File: config.mk
export PLATFORM = sky130hd
export DESIGN_NAME = seg7_scan_decoder
export DESIGN_NICKNAME = d
export VERILOG_FILES = /design/src/rtl/seg7_pkg.sv /design/src/rtl/seg7_pattern_decode.sv /design/src/rtl/seg7_scan_decoder.sv
export SDC_FILE = /design/constraint.sdc
export NUM_CORES = 1
export LEC_CHECK = 0
export ABC_AREA = 1
export CORE_MARGIN = 4
export CORE_UTILIZATION = 41
export DETAILED_ROUTE_END_ITERATION = 6
export SLEW_MARGIN = 20
export SYNTH_ARGS = -nofsm -noshare
export SYNTH_HDL_FRONTEND = slang
export SYNTH_SLANG_ARGS = --single-unit
File: constraint.sdc
create_clock -name clk -period 4.7 [get_ports clk]
set_clock_uncertainty 0.15 [all_clocks]
set_input_delay 0.94 -clock clk [delete_from_list [all_inputs] [get_ports clk]]
set_output_delay 0.94 -clock clk [all_outputs]
set_load 0.005 [all_outputs]
File: src/rtl/seg7_pkg.sv
// Shared 7-segment definitions: segment bit positions, digit patterns, decode types.
// Pattern constants are full 8-bit bus values with dp cleared; bits 7:1 carry a..g.
// Used by both the encoder side and the scan decoder so the tables cannot drift apart.
package seg7_pkg;

  localparam int SEG_A  = 7;
  localparam int SEG_B  = 6;
  localparam int SEG_C  = 5;
  localparam int SEG_D  = 4;
  localparam int SEG_E  = 3;
  localparam int SEG_F  = 2;
  localparam int SEG_G  = 1;
  localparam int SEG_DP = 0;

  localparam logic [7:0] SEG_0    = 8'hFC;
  localparam logic [7:0] SEG_1    = 8'h60;
  localparam logic [7:0] SEG_2    = 8'hDA;
  localparam logic [7:0] SEG_3    = 8'hF2;
  localparam logic [7:0] SEG_4    = 8'h66;
  localparam logic [7:0] SEG_5    = 8'hB6;
  localparam logic [7:0] SEG_6    = 8'hBE;
  localparam logic [7:0] SEG_7    = 8'hE0;
  localparam logic [7:0] SEG_8    = 8'hFE;
  localparam logic [7:0] SEG_9    = 8'hF6;
  localparam logic [7:0] SEG_DASH = 8'h02;

  localparam logic [3:0] DASH_CODE = 4'hF;

  // Result of decoding one segment pattern.
  typedef struct packed {
    logic       valid;
    logic       dash;
    logic [3:0] code;
  } dec_t;

  // Per-dwell capture state of the scan decoder.
  typedef enum logic [1:0] {
    ST_IDLE,
    ST_SETTLE,
    ST_CAPTURED
  } state_t;

endpackage

File: src/rtl/seg7_pattern_decode.sv
// Combinational 7-bit segment pattern (a..g, dp excluded) to BCD/dash decode.
// Latency: zero cycles, purely combinational.
// No flow control; unknown patterns return valid=0.
module seg7_pattern_decode
  import seg7_pkg::*;
(
  input  logic [6:0] pat,
  output dec_t       dec
);

  // Table lookup; anything not in the table is flagged invalid.
  always_comb begin
    dec = '0;
    dec.valid = 1'b1;
    case (pat)
      SEG_0[7:1]:    dec.code = 4'd0;
      SEG_1[7:1]:    dec.code = 4'd1;
      SEG_2[7:1]:    dec.code = 4'd2;
      SEG_3[7:1]:    dec.code = 4'd3;
      SEG_4[7:1]:    dec.code = 4'd4;
      SEG_5[7:1]:    dec.code = 4'd5;
      SEG_6[7:1]:    dec.code = 4'd6;
      SEG_7[7:1]:    dec.code = 4'd7;
      SEG_8[7:1]:    dec.code = 4'd8;
      SEG_9[7:1]:    dec.code = 4'd9;
      SEG_DASH[7:1]: begin
        dec.code = DASH_CODE;
        dec.dash = 1'b1;
      end
      default:       dec.valid = 1'b0;
    endcase
  end

endmodule

File: src/rtl/seg7_scan_decoder.sv
// Reconstructs digits from a multiplexed 7-seg bus; publishes whole frames atomically.
// Latency: capture on the (STABLE+1)th identical sample; frame_valid one cycle after the completing capture.
// No backpressure: the display bus free-runs, frames are presented as a one-cycle pulse.
module seg7_scan_decoder
  import seg7_pkg::*;
#(
  parameter int NDIG   = 4,
  parameter int STABLE = 3
) (
  input  logic              clk,
  input  logic              rst,
  input  logic [7:0]        seg_in,
  input  logic [NDIG-1:0]   dig_sel,
  input  logic              err_clr,
  output logic [4*NDIG-1:0] digits_out,
  output logic [NDIG-1:0]   dp_out,
  output logic [NDIG-1:0]   dash_out,
  output logic              frame_valid,
  output logic [1:0]        err_flags
);

  localparam int             CW      = $clog2(STABLE + 1);
  localparam logic [CW-1:0]  CNT_MAX = CW'(STABLE);

  logic [7:0]        samp_seg;
  logic [NDIG-1:0]   samp_dig;
  logic [CW-1:0]     cnt, cnt_nxt;
  state_t            state, state_nxt;
  logic              same, onehot, multihot, cap, cap_ok, frame_done;
  logic [1:0]        err_new;
  dec_t              dec;

  logic [NDIG-1:0]   seen, seen_nxt;
  logic [4*NDIG-1:0] sh_code, sh_code_nxt;
  logic [NDIG-1:0]   sh_dp, sh_dp_nxt;
  logic [NDIG-1:0]   sh_dash, sh_dash_nxt;

  // Decoding the live bus is equivalent to decoding the stored sample on a capture
  // edge, since capture only happens when the two are identical.
  seg7_pattern_decode u_dec (
    .pat (seg_in[7:1]),
    .dec (dec)
  );

  // Stability counter and dwell FSM: capture once per stable one-hot dwell.
  always_comb begin
    same      = ({seg_in, dig_sel} == {samp_seg, samp_dig});
    onehot    = $onehot(dig_sel);
    multihot  = !onehot && (dig_sel != '0);
    state_nxt = state;
    cnt_nxt   = '0;
    cap       = 1'b0;
    if (!onehot) begin
      state_nxt = ST_IDLE;
    end else if (!same) begin
      state_nxt = ST_SETTLE;
    end else begin
      cnt_nxt = (cnt == CNT_MAX) ? cnt : cnt + 1'b1;
      if (state == ST_CAPTURED) begin
        state_nxt = ST_CAPTURED;
      end else if (cnt_nxt == CNT_MAX) begin
        cap       = 1'b1;
        state_nxt = ST_CAPTURED;
      end else begin
        state_nxt = ST_SETTLE;
      end
    end
  end

  // Shadow update, seen-mask tracking and frame completion detect.
  always_comb begin
    cap_ok      = cap && dec.valid;
    err_new     = {multihot, cap && !dec.valid};
    seen_nxt    = seen;
    sh_code_nxt = sh_code;
    sh_dp_nxt   = sh_dp;
    sh_dash_nxt = sh_dash;
    if (cap_ok) begin
      for (int i = 0; i < NDIG; i++) begin
        if (dig_sel[i]) begin
          sh_code_nxt[4*i +: 4] = dec.code;
          sh_dp_nxt[i]          = seg_in[SEG_DP];
          sh_dash_nxt[i]        = dec.dash;
          seen_nxt[i]           = 1'b1;
        end
      end
    end
    frame_done = cap_ok && (&seen_nxt);
    if (frame_done) begin
      seen_nxt = '0;
    end
  end

  // Sample register, counter, FSM state and shadow/seen state.
  always_ff @(posedge clk) begin
    if (rst) begin
      samp_seg <= '0;
      samp_dig <= '0;
      cnt      <= '0;
      state    <= ST_IDLE;
      seen     <= '0;
      sh_code  <= '0;
      sh_dp    <= '0;
      sh_dash  <= '0;
    end else begin
      samp_seg <= seg_in;
      samp_dig <= dig_sel;
      cnt      <= cnt_nxt;
      state    <= state_nxt;
      seen     <= seen_nxt;
      sh_code  <= sh_code_nxt;
      sh_dp    <= sh_dp_nxt;
      sh_dash  <= sh_dash_nxt;
    end
  end

  // Published frame, frame pulse and sticky errors (a new error beats err_clr).
  always_ff @(posedge clk) begin
    if (rst) begin
      digits_out  <= '0;
      dp_out      <= '0;
      dash_out    <= '0;
      frame_valid <= 1'b0;
      err_flags   <= '0;
    end else begin
      frame_valid <= frame_done;
      err_flags   <= (err_flags & ~{2{err_clr}}) | err_new;
      if (frame_done) begin
        digits_out <= sh_code_nxt;
        dp_out     <= sh_dp_nxt;
        dash_out   <= sh_dash_nxt;
      end
    end
  end

endmodule

==> reports/results.txt <==
The cell area that synthesis handed to floorplanning was 3160 µm². The static leakage was 1.70 nW. The logs give 2808 for the number of vias in the routed layout and 0 for the initial antenna violation count. The tools report the starting density of the core as 0.429. The height of the die works out to 95.8 µm.

The stage delay of the slowest cell on the critical path is 530 ps. Walking the worst path, the cells encountered are clkdlybuf4s50_1 > inv_1 > fa_1 > inv_1 > ha_1 > ha_1 > nor3_1 > nand3_1 > nor2_4 > nand3_2 > nand2_2 > nand4_4 > nand2_1 > nor2_1. STA classifies the critical path startpoint as a primary input.

From left edge to right edge, the die measures 95.8 µm. The share of synthesized flip-flops with an asynchronous set or reset was 0. The cell count after synthesis came out at 444. The max-slew violation total from the final report is 0, and the total of cells resized after clock tree synthesis is 0.

Clock tree synthesis inserted a total of 9 buffers. In this run the core area contains 31 standard-cell rows. The area of the core region is 7370 µm², and the clock period minus worst slack is 4100 ps. Data on the critical path arrives at its endpoint at 4180 ps.

Global-route usage over all layers: 0.168. The tools report the number of top-level pins as 42. Power spread over the standard cell area amounts to 341 nW/µm². The tools report the number of antenna-violating nets in the routed design as 0.

The deepest clock path buffer count is 2. Yosys mapped a number of flops with a built-in enable equal to 0. The maximum frequency from static timing analysis is 244 MHz.

The root buffer cell chosen for the clock tree is sky130_fd_sc_hd__clkbuf_8. The hold-fix buffer count after cts was 0; the largest net degree at the start of global routing was 41. The tools report the clock latency of the later-clocked register in the worst-skew pair as 340 ps. After detailed routing, the average wire length per cell comes to 11.8 µm. After detailed routing, the number of remaining DRC violations is 0. The sequential area share after synthesis came out at 0.450. The tools report the final total negative setup slack as 0 ps.

The number of global-route vias before repair is 2620, and the starting DRC count in detailed routing is 115. The mean area per synthesized cell came out at 7.12 µm². The utilization after layout was 0.532.

The total nets after synthesis was 463. The run finished with clean final reports. The slowest stage of the critical path belongs to the cell sky130_fd_sc_hd__clkdlybuf4s50_1. The synthesized netlist contains 25 unique library cells.

The repair_antennas step left the layout with diodes totalling 0. The first global-routing pass estimated 11.9 mm of wire. The tightest min-delay check is of the flop to flop type. For the pin with the worst max-slew slack, the measured transition is 677 ps. The final period utilization is 0.873. The run gives 0.811 as the final estimated routing congestion in global placement. The maximum net fanout on the critical path came out at 26. The die covers 9180 µm². The run gives 0 as the final count of hold timing violations.

Cell taking the most area after synthesis: sky130_fd_sc_hd__dfxtp_1. The post-CTS setup repair buffer count was 0. The detailed-placement wirelength estimate was 4.83 mm; the post-route worst hold slack was 286 ps. Data on the critical path is required at its endpoint by 4780 ps. The run gives 0 as the count of synthesis-stage warnings from yosys.

The clock net in this run drives a total of 71 sinks. The share of post-route cells with drive strength above 1 works out to 0.0918. From synthesis to final layout, the design area changed by 24.1%. The worst-case IR drop observed on VDD is 138 µV.

The count of nets after finishing was 504. Sorting the synthesized cells by area gives the leading types as sky130_fd_sc_hd__dfxtp_1 (45%), sky130_fd_sc_hd__nand2_1 (13%), sky130_fd_sc_hd__nor2_1 (7.6%). The post-detailed-routing wire length is 6.96 mm, and the number of max-cap violations is 0.

Average via count per standard cell: 4.77. The worst setup path is of the primary input to flop kind. The run gives 0 as the number of setup violations in the final report. The nature of the critical path endpoint was a flop.

The clock-pin slew on the worst setup and hold paths works out to 70 ps. The number of iterations in the first detailed-routing pass is 4, and the number of register bits inferred by synthesis is 71. The fraction of synthesized cell area taken by the top area cell type was 0.450. Setup repair after global routing left no endpoint under its margin. The count of input and output buffers is 41. For this run the aggregate overflow at the end of global routing stands at 0. The relative max-transition margin came out at 0.548.

The most used flip-flop cell after synthesis was sky130_fd_sc_hd__dfxtp_1. TritonCTS built the clock tree. The H-tree was split into 3 levels.
-- kinds of logic after synthesis --
group / count (synthesis) / synth area share
AOI/OAI and AO/OA: 32 / 0.0542
xor gates and xnor gates: 3 / 0.00831
adders and majority gates: 4 / 0.0182
buffers and inverters: 84 / 0.110
DFF: 71 / 0.450
and+or+nand+nor: 250 / 0.360
-- synth_stat cells, types with 3 or more instances --
| cell | count |
|---|---|
| sky130_fd_sc_hd__nand3_2 | 4 |
| sky130_fd_sc_hd__nor2_4 | 3 |
| sky130_fd_sc_hd__nand3_1 | 31 |
| sky130_fd_sc_hd__nand2_1 | 108 |
| sky130_fd_sc_hd__inv_2 | 6 |
| sky130_fd_sc_hd__ha_1 | 3 |
| sky130_fd_sc_hd__nand2_2 | 7 |
| sky130_fd_sc_hd__o21ai_0 | 24 |
| sky130_fd_sc_hd__nor3_1 | 3 |
| sky130_fd_sc_hd__clkbuf_1 | 5 |
| sky130_fd_sc_hd__nor2_1 | 64 |
| sky130_fd_sc_hd__xnor2_1 | 3 |
| sky130_fd_sc_hd__buf_2 | 8 |
| sky130_fd_sc_hd__nand4_1 | 27 |
| sky130_fd_sc_hd__a21oi_1 | 7 |
| sky130_fd_sc_hd__inv_1 | 59 |
| sky130_fd_sc_hd__dfxtp_1 | 71 |
-- cells in the final DEF, fill, tap and decap left out --
| cell | n |
|---|---|
| sky130_fd_sc_hd__buf_4 | 8 |
| sky130_fd_sc_hd__inv_1 | 59 |
| sky130_fd_sc_hd__o21ai_0 | 24 |
| sky130_fd_sc_hd__dfxtp_1 | 71 |
| sky130_fd_sc_hd__ha_1 | 3 |
| sky130_fd_sc_hd__inv_2 | 6 |
| sky130_fd_sc_hd__clkinv_4 | 1 |
| sky130_fd_sc_hd__nand3_2 | 4 |
| sky130_fd_sc_hd__nand3b_1 | 1 |
| sky130_fd_sc_hd__clkbuf_1 | 1 |
| sky130_fd_sc_hd__a21oi_4 | 1 |
| sky130_fd_sc_hd__nand4_1 | 27 |
| sky130_fd_sc_hd__nor2_1 | 64 |
| sky130_fd_sc_hd__nor2_4 | 3 |
| sky130_fd_sc_hd__clkbuf_8 | 10 |
| sky130_fd_sc_hd__nand2_2 | 7 |
| sky130_fd_sc_hd__nand4_4 | 1 |
| sky130_fd_sc_hd__nor3_1 | 3 |
| sky130_fd_sc_hd__clkdlybuf4s50_1 | 41 |
| sky130_fd_sc_hd__bufinv_16 | 4 |
| sky130_fd_sc_hd__nand3_1 | 31 |
| sky130_fd_sc_hd__nand2_1 | 108 |
| sky130_fd_sc_hd__xnor2_1 | 3 |
| sky130_fd_sc_hd__fa_1 | 1 |
| sky130_fd_sc_hd__nor4_1 | 1 |
| sky130_fd_sc_hd__a21oi_1 | 7 |
-- final cells by class --
cell class	instances	area [µm²]
Sequential cell	71	1420
Timing Repair Buffer	49	470
Clock buffer	11	141
Fill cell	743	3450
Multi-Input combinational cell	289	1390
Clock inverter	5	129
Inverter	65	244
Tap cell	99	124
-- worst paths after layout --
kind             end   startpoint  depth (start not counted)  slack (ps)
max          seen[1]   dig_sel[1]                         14         600
min           cnt[0]       cnt[0]                          1         290
max reg2reg  seen[1]  samp_dig[1]                         12        2420
min reg2reg   cnt[0]       cnt[0]                          1         290
-- layer usage --
| layer | vias up | wire (µm) | track usage | part of all wire |
|---|---|---|---|---|
| met3 | 8 | 208 | 0.0328 | 0.030 |
| met1 | 1282 | 3360 | 0.208 | 0.48 |
| li1 | 1476 | - | - | - |
| met4 | 0 | 95 | 0.0711 | 0.014 |
| met5 | - | 0 | 0 | 0 |
| met2 | 42 | 3300 | 0.285 | 0.47 |
-- critical path, delay by kind of cell --
| family | cells | cell delay [ps] |
|---|---|---|
| simple gates | 8 | 1590 |
| fa+ha+maj | 3 | 950 |
| buf+inv | 3 | 700 |
-- sequential cells by signal, indices dropped and copies added (netlist names), 4 cells and up --
register,count
sh_dash,4
sh_dp,4
samp_dig,4
sh_code,16
digits_out,16
samp_seg,8
dp_out,4
dash_out,4
seen,4
-- through the flow --
stage	cell area (µm²)	power [mW]	std cells	setup WS [ps]
after floorplan	3160	0.673	444	1200
after global placement	3650	0.704	573	361
after detailed placement	3650	0.705	573	233
after CTS	3920	1.36	589	585
after global routing	3920	1.39	589	315
final	3920	1.34	589	599
-- power by group --
group | leakage, nW | switching, mW | internal, mW
Combinational | 0.986 | 0.0494 | 0.0295
Clock | 0.134 | 0.226 | 0.422
Sequential | 0.575 | 0.00323 | 0.609
No activity file was read; power rests on OpenSTA's default activity.
